`src/rtl/uart_tx_engine.sv`:
```
// uart_tx_engine: drains the TX FIFO and shifts each word out on tx, LSB first,
// framed as start | data | [parity] | stop(s). Idle line is high.
// Optional parity bit: define UART_TX_PARITY_EN (PARITY_ODD picks the sense).
module uart_tx_engine #(
  parameter int unsigned DATA_WIDTH   = 8,
  parameter int unsigned CLKS_PER_BIT = 868,
  parameter int unsigned STOP_BITS    = 1,
  parameter int unsigned PARITY_ODD   = 0
) (
  input  logic                  clk,
  input  logic                  rst,
  input  logic                  fifo_empty,
  input  logic [DATA_WIDTH-1:0] fifo_data,
  output logic                  fifo_rd_en,
  output logic                  tx,
  output logic                  busy,
  output logic                  tx_done
);

  localparam int unsigned CntW = $clog2(CLKS_PER_BIT);
  localparam int unsigned BitW = $clog2(DATA_WIDTH) + 1;
  localparam logic [CntW-1:0] CntLast  = CntW'(CLKS_PER_BIT - 1);
  localparam logic [BitW-1:0] DataLast = BitW'(DATA_WIDTH - 1);
  localparam logic [BitW-1:0] StopLast = BitW'(STOP_BITS - 1);

  if (CLKS_PER_BIT < 2 || STOP_BITS < 1 || STOP_BITS > 2 || PARITY_ODD > 1) begin : g_bad_cfg
    $error("uart_tx_engine: illegal parameter set");
  end

  typedef enum logic [2:0] {
    StIdle,
    StFetch,
    StLoad,
    StStart,
    StData,
`ifdef UART_TX_PARITY_EN
    StParity,
`endif
    StStop
  } state_e;

  state_e                state_q, state_d;
  logic [CntW-1:0]       clk_cnt_q, clk_cnt_d;
  logic [BitW-1:0]       bit_cnt_q, bit_cnt_d;
  logic [DATA_WIDTH-1:0] shreg_q, shreg_d;
  logic                  tx_q, tx_d;
  logic                  bit_end;
`ifdef UART_TX_PARITY_EN
  logic                  par_q, par_d;
`endif

  assign bit_end    = (clk_cnt_q == CntLast);
  assign fifo_rd_en = (state_q == StFetch);
  assign busy       = (state_q != StIdle);
  assign tx         = tx_q;

  // Next-state, counter and shift-register update; tx_done fires on the last stop clock.
  always_comb begin
    state_d   = state_q;
    clk_cnt_d = clk_cnt_q;
    bit_cnt_d = bit_cnt_q;
    shreg_d   = shreg_q;
    tx_done   = 1'b0;
`ifdef UART_TX_PARITY_EN
    par_d     = par_q;
`endif
    unique case (state_q)
      StIdle: begin
        if (!fifo_empty) state_d = StFetch;
      end
      StFetch: begin
        state_d = StLoad;
      end
      StLoad: begin
        // FIFO data is valid the cycle after the pop.
        shreg_d   = fifo_data;
        clk_cnt_d = '0;
        bit_cnt_d = '0;
`ifdef UART_TX_PARITY_EN
        par_d     = (^fifo_data) ^ (PARITY_ODD != 0);
`endif
        state_d   = StStart;
      end
      StStart: begin
        if (bit_end) begin
          clk_cnt_d = '0;
          state_d   = StData;
        end else begin
          clk_cnt_d = clk_cnt_q + 1'b1;
        end
      end
      StData: begin
        if (bit_end) begin
          clk_cnt_d = '0;
          shreg_d   = shreg_q >> 1;
          if (bit_cnt_q == DataLast) begin
            bit_cnt_d = '0;
`ifdef UART_TX_PARITY_EN
            state_d   = StParity;
`else
            state_d   = StStop;
`endif
          end else begin
            bit_cnt_d = bit_cnt_q + 1'b1;
          end
        end else begin
          clk_cnt_d = clk_cnt_q + 1'b1;
        end
      end
`ifdef UART_TX_PARITY_EN
      StParity: begin
        if (bit_end) begin
          clk_cnt_d = '0;
          state_d   = StStop;
        end else begin
          clk_cnt_d = clk_cnt_q + 1'b1;
        end
      end
`endif
      StStop: begin
        if (bit_end) begin
          clk_cnt_d = '0;
          if (bit_cnt_q == StopLast) begin
            bit_cnt_d = '0;
            tx_done   = 1'b1;
            state_d   = StIdle;
          end else begin
            bit_cnt_d = bit_cnt_q + 1'b1;
          end
        end else begin
          clk_cnt_d = clk_cnt_q + 1'b1;
        end
      end
      default: state_d = StIdle;
    endcase
  end

  // Line level follows the state being entered so tx changes on the same edge as the state.
  always_comb begin
    unique case (state_d)
      StStart:  tx_d = 1'b0;
      StData:   tx_d = shreg_d[0];
`ifdef UART_TX_PARITY_EN
      StParity: tx_d = par_d;
`endif
      default:  tx_d = 1'b1;
    endcase
  end

  // State, counters, shift register and registered tx line.
  always_ff @(posedge clk or posedge rst) begin
    if (rst) begin
      state_q   <= StIdle;
      clk_cnt_q <= '0;
      bit_cnt_q <= '0;
      shreg_q   <= '0;
      tx_q      <= 1'b1;
`ifdef UART_TX_PARITY_EN
      par_q     <= 1'b0;
`endif
    end else begin
      state_q   <= state_d;
      clk_cnt_q <= clk_cnt_d;
      bit_cnt_q <= bit_cnt_d;
      shreg_q   <= shreg_d;
      tx_q      <= tx_d;
`ifdef UART_TX_PARITY_EN
      par_q     <= par_d;
`endif
    end
  end

endmodule

```
`config.mk`:
```
export PLATFORM = sky130hd
export DESIGN_NAME = uart_tx_engine
export DESIGN_NICKNAME = d
export VERILOG_FILES = /design/src/rtl/uart_tx_engine.sv
export SDC_FILE = /design/constraint.sdc
export NUM_CORES = 1
export LEC_CHECK = 0
export CORE_MARGIN = 2
export CORE_UTILIZATION = 40
export DETAILED_ROUTE_END_ITERATION = 6
export GPL_TIMING_DRIVEN = 0
export HOLD_SLACK_MARGIN = 0.06
export PLACE_DENSITY = 0.58
export SLEW_MARGIN = 20
export SYNTH_ARGS = -nofsm -noshare
export SYNTH_HDL_FRONTEND = slang
export SYNTH_SLANG_ARGS = --single-unit
```
`constraint.sdc`:
```
create_clock -name clk -period 5.01 [get_ports clk]
set_input_delay 0.7515 -clock clk [delete_from_list [all_inputs] [get_ports clk]]
set_output_delay 0.7515 -clock clk [all_outputs]
set_load 0.01 [all_outputs]
```
==> load_flow_metrics.sql, run 1 <==
INSERT INTO impl_metrics (metric_group, metric, value, unit) VALUES
('outcome', 'status', 'completed', ''),
('setup_path', 'worstSetupStartpointType', 'register', ''),
('timing', 'timing.final.crit_period', '3.26', 'ns'),
('finish', 'final_util', '49.4', '%'),
('setup_path', 'reg2reg_from', 'clk_cnt_q[0]$_DFFE_PP0P_', ''),
('detailed_routing', 'routed-via-count', '1227', ''),
('placed_design', 'dp_hpwl', '2.16', 'mm'),
('setup_path', 'startpoint', 'clk_cnt_q[0]$_DFFE_PP0P_', ''),
('detailed_routing', 'drt-vias-per-instance', '5.50', ''),
('yosys', 'netlist.top_cell.by_area', 'dfrtp_1', ''),
('die', 'effective_utilization_at_floorplan', '42.5', '%'),
('detailed_routing', 'postRouteAntennaNets', '0', ''),
('global_route', 'grt_pass1_wl', '5.33', 'mm'),
('global_route', 'antenna_violations_before_repair', '0', ''),
('setup_path', 'reg2reg_setup_slack', '2.79', 'ns'),
('clocking', 'cts-root-buf', 'clkbuf_4', ''),
('yosys', 'synth_seq_cells', '26', ''),
('setup_path', 'crit_path_max_fanout', '8', ''),
('clocking', 'htreeDepth', '1', ''),
('yosys', 'synth_top_area_cells', 'dfrtp_1 43%, nand2_1 6.2%, o21ai_0 5.5%', ''),
('timing', 'slew_viol_final', '0', ''),
('timing', 'hold_viol', '0', ''),
('clocking', 'cts_max_path_buffers', '2', ''),
('timing', 'fmax', '0.307', 'GHz'),
('finish', 'final_nets', '192', ''),
('clocking', 'post-cts-setup-buffer-count', '0', ''),
('die', 'placementRows', '21', ''),
('placed_design', 'buffer_ports.inserted', '14', ''),
('timing', 'total_neg_setup_slack', '0', 'ns'),
('clocking', 'cts_tree', 'built', ''),
('yosys', 'ys.warnings.count', '0', ''),
('yosys', 'mapped_cells', '159', ''),
('setup_path', 'worst-r2r-cell-count', '7', ''),
('yosys', 'async_reset_ff_share', '100', '%'),
('clocking', 'clk_latency', '0.32', 'ns'),
('clocking', 'ctsResizeCount', '0', ''),
('global_route', 'grt_max_degree', '27', ''),
('setup_path', 'worst_r2r_endpoint', 'tx$_DFF_PP1_', ''),
('yosys', 'post_synth_edffs', '0', ''),
('timing', 'maxSlewHeadroom', '37.8', '%'),
('global_route', 'grt_pass1_vias', '1210', ''),
('power_and_ir_drop', 'powerDensity', '199', 'nW/um2'),
('yosys', 'syn-mean-instance-area', '9.14', 'um2'),
('finish', 'drive_gt1_share', '9.04', '%'),
('power_and_ir_drop', 'vdd.ir_drop.worst', '0.104', 'mV'),
('timing', 'setup-violations-final', '0', ''),
('die', 'die_y', '64.3', 'um'),
('yosys', 'mappedNetlistArea', '1450', 'um2'),
('finish', 'mostFrequentLayoutCells', '25 x dfrtp_1, 24 x nand2_1, 16 x o21ai_0', ''),
('global_route', 'grt_remaining_overflow', '0', ''),
('setup_path', 'critical_path_required', '4.26', 'ns'),
('yosys', 'postSynth.topFlopCell', 'dfrtp_1', ''),
('clocking', 'cts.clk_slew.worst_paths', '0.13', 'ns'),
('timing', 'tightestPinTransition', '0.927', 'ns'),
('run', 'maxCapViolations', '0', ''),
('placed_design', 'gpl.final_weighted_congestion', '0.800', ''),
('detailed_routing', 'drt-pass1-iter-count', '5', ''),
('detailed_routing', 'avgRoutedWirePerCell', '13.4', 'um'),
('die', 'fp.dieArea', '4130', 'um2'),
('finish', 'synthToLayoutAreaGrowth', '16.1', '%'),
('clocking', 'post_cts_hold_buffer_count', '0', ''),
('die', 'floorplan.die.width', '64.3', 'um'),
('setup_path', 'critical_path_arrival', '2.51', 'ns'),
('detailed_routing', 'wirelength', '2.98', 'mm'),
('yosys', 'mappedNetlistNets', '173', ''),
('setup_path', 'cp-endpoint', 'tx_done', ''),
('timing', 'fin_skew', '0.00862', 'ns'),
('min_path', 'holdCritPathClass', 'reg2reg', ''),
('detailed_routing', 'first_iter_violations', '77', ''),
('die', 'fp.coreArea', '3420', 'um2'),
('timing', 'unrepaired_setup_endpoints_after_global_routing', 'false', '');
## registers in the layout, indices dropped and copies added (netlist names)
register,count
shreg_q,8
state_q,3
bit_cnt_q,4
clk_cnt_q,10
tx,1
## logic make-up (layout without fill, tap and decap cells)
| group | count (synthesis) | after routing | synth area share (%) |
|---|---|---|---|
| xor gates and xnor gates | 2 | 2 | 1.21 |
| buffers and inverters | 12 | 30 | 3.19 |
| muxes | 2 | 2 | 1.81 |
| DFF | 26 | 26 | 44.9 |
| adders and majority gates | 3 | 3 | 2.58 |
| and+or+nand+nor | 71 | 71 | 27.1 |
| AOI/OAI and AO/OA | 43 | 43 | 19.2 |
## where the power goes
part / total, uW / internal [uW] / switching (uW)
clock: 107 / 44.4 / 62.1
combinational: 14.8 / 8.23 / 6.57
sequential: 215 / 213 / 1.95
## routing by layer
layer / vias to the layer above / part of all wire (%) / GRT usage, % / wire length (um)
met4: 0 / 1.0 / 6.65 / 30
met1: 574 / 48 / 21.8 / 1420
li1: 616 / - / - / -
met5: - / 0 / 0 / 0
met2: 33 / 47 / 26.0 / 1400
met3: 4 / 4.2 / 1.76 / 125
## cell usage after synthesis (3+ instances only)
master / number
nand3_1: 4
nand4_1: 5
or3_1: 3
a22oi_1: 6
nor2_1: 11
dfrtp_1: 25
a31oi_1: 3
a21oi_1: 7
o21ai_0: 16
nand2_1: 24
ha_1: 3
clkbuf_1: 6
inv_1: 5
nor3_1: 3
nor2b_1: 3
## final cells by class
class / instances / area, um2
clock buffer: 4 / 36.3
fill: 343 / 1730
buffer: 7 / 27.5
tap: 46 / 57.6
timing repair buffer: 14 / 140
sequential: 26 / 652
multi-input combinational: 121 / 754
inverter: 5 / 18.8
## worst max-delay path, cell delays in order, from the launching register on
cell and delay, ns:
dfrtp_1 0.45, ha_1 0.23, nand4bb_1 0.22, or3_1 0.39, buf_2 0.18, nor3_1 0.15, clkdlybuf4s50_1 0.56
## worst min path at each step
stage                                       from                     end  cells after the start
after floorplan           shreg_q[6]$_DFFE_PP0P_  shreg_q[6]$_DFFE_PP0P_                      2
after global placement    shreg_q[6]$_DFFE_PP0P_  shreg_q[6]$_DFFE_PP0P_                      2
after detailed placement  shreg_q[6]$_DFFE_PP0P_  shreg_q[6]$_DFFE_PP0P_                      2
after CTS                 shreg_q[6]$_DFFE_PP0P_  shreg_q[6]$_DFFE_PP0P_                      2
after global routing      shreg_q[4]$_DFFE_PP0P_  shreg_q[4]$_DFFE_PP0P_                      2
final                     shreg_q[2]$_DFFE_PP0P_  shreg_q[2]$_DFFE_PP0P_                      2
## through the flow
stage                     total power (uW)  worst slack (ns)  instances  hold slack [ns]  instance area, um2
after floorplan                        224              2.66        159            0.447                1450
after global placement                 234              2.12        219            0.461                1650
after detailed placement               234              2.08        219            0.467                1650
after CTS                              340              1.70        223            0.504                1690
after global routing                   354              1.56        223            0.534                1690
final                                  336              1.75        223            0.503                1690
No activity file was read; power rests on OpenSTA's default activity.
==> run 2: changes to the inputs <==
==> constraint.sdc (replaced) <==
create_clock -name clk -period 3.3 [get_ports clk]
set_input_delay 0.495 -clock clk [delete_from_list [all_inputs] [get_ports clk]]
set_output_delay 0.495 -clock clk [all_outputs]
set_load 0.01 [all_outputs]
==> results of run 2 <==
Same layout as run 1 (identical final DEF). Status: completed.
Main changes from that run: setup slack after placement 2.08 ns -> 0.629 ns; setup slack after layout 1.75 ns -> 0.294 ns; register-to-register setup slack 2.79 ns -> 1.08 ns; total power 336 uW -> 511 uW; worst IR drop on VDD 0.104 mV -> 0.157 mV
==> run 3: changes to the inputs <==
--- a/config.mk
+++ b/config.mk
@@ -11,6 +11,7 @@
 export GPL_TIMING_DRIVEN = 0
 export HOLD_SLACK_MARGIN = 0.06
 export PLACE_DENSITY = 0.58
+export SKIP_CTS_REPAIR_TIMING = 1
 export SLEW_MARGIN = 20
 export SYNTH_ARGS = -nofsm -noshare
 export SYNTH_HDL_FRONTEND = slang
==> results of run 3 <==
Same layout as run 1 (identical final DEF). Status: completed.
Main changes from that run: setup slack after placement 2.08 ns -> 0.629 ns; setup slack after layout 1.75 ns -> 0.294 ns; register-to-register setup slack 2.79 ns -> 1.08 ns; total power 336 uW -> 511 uW; worst IR drop on VDD 0.104 mV -> 0.157 mV
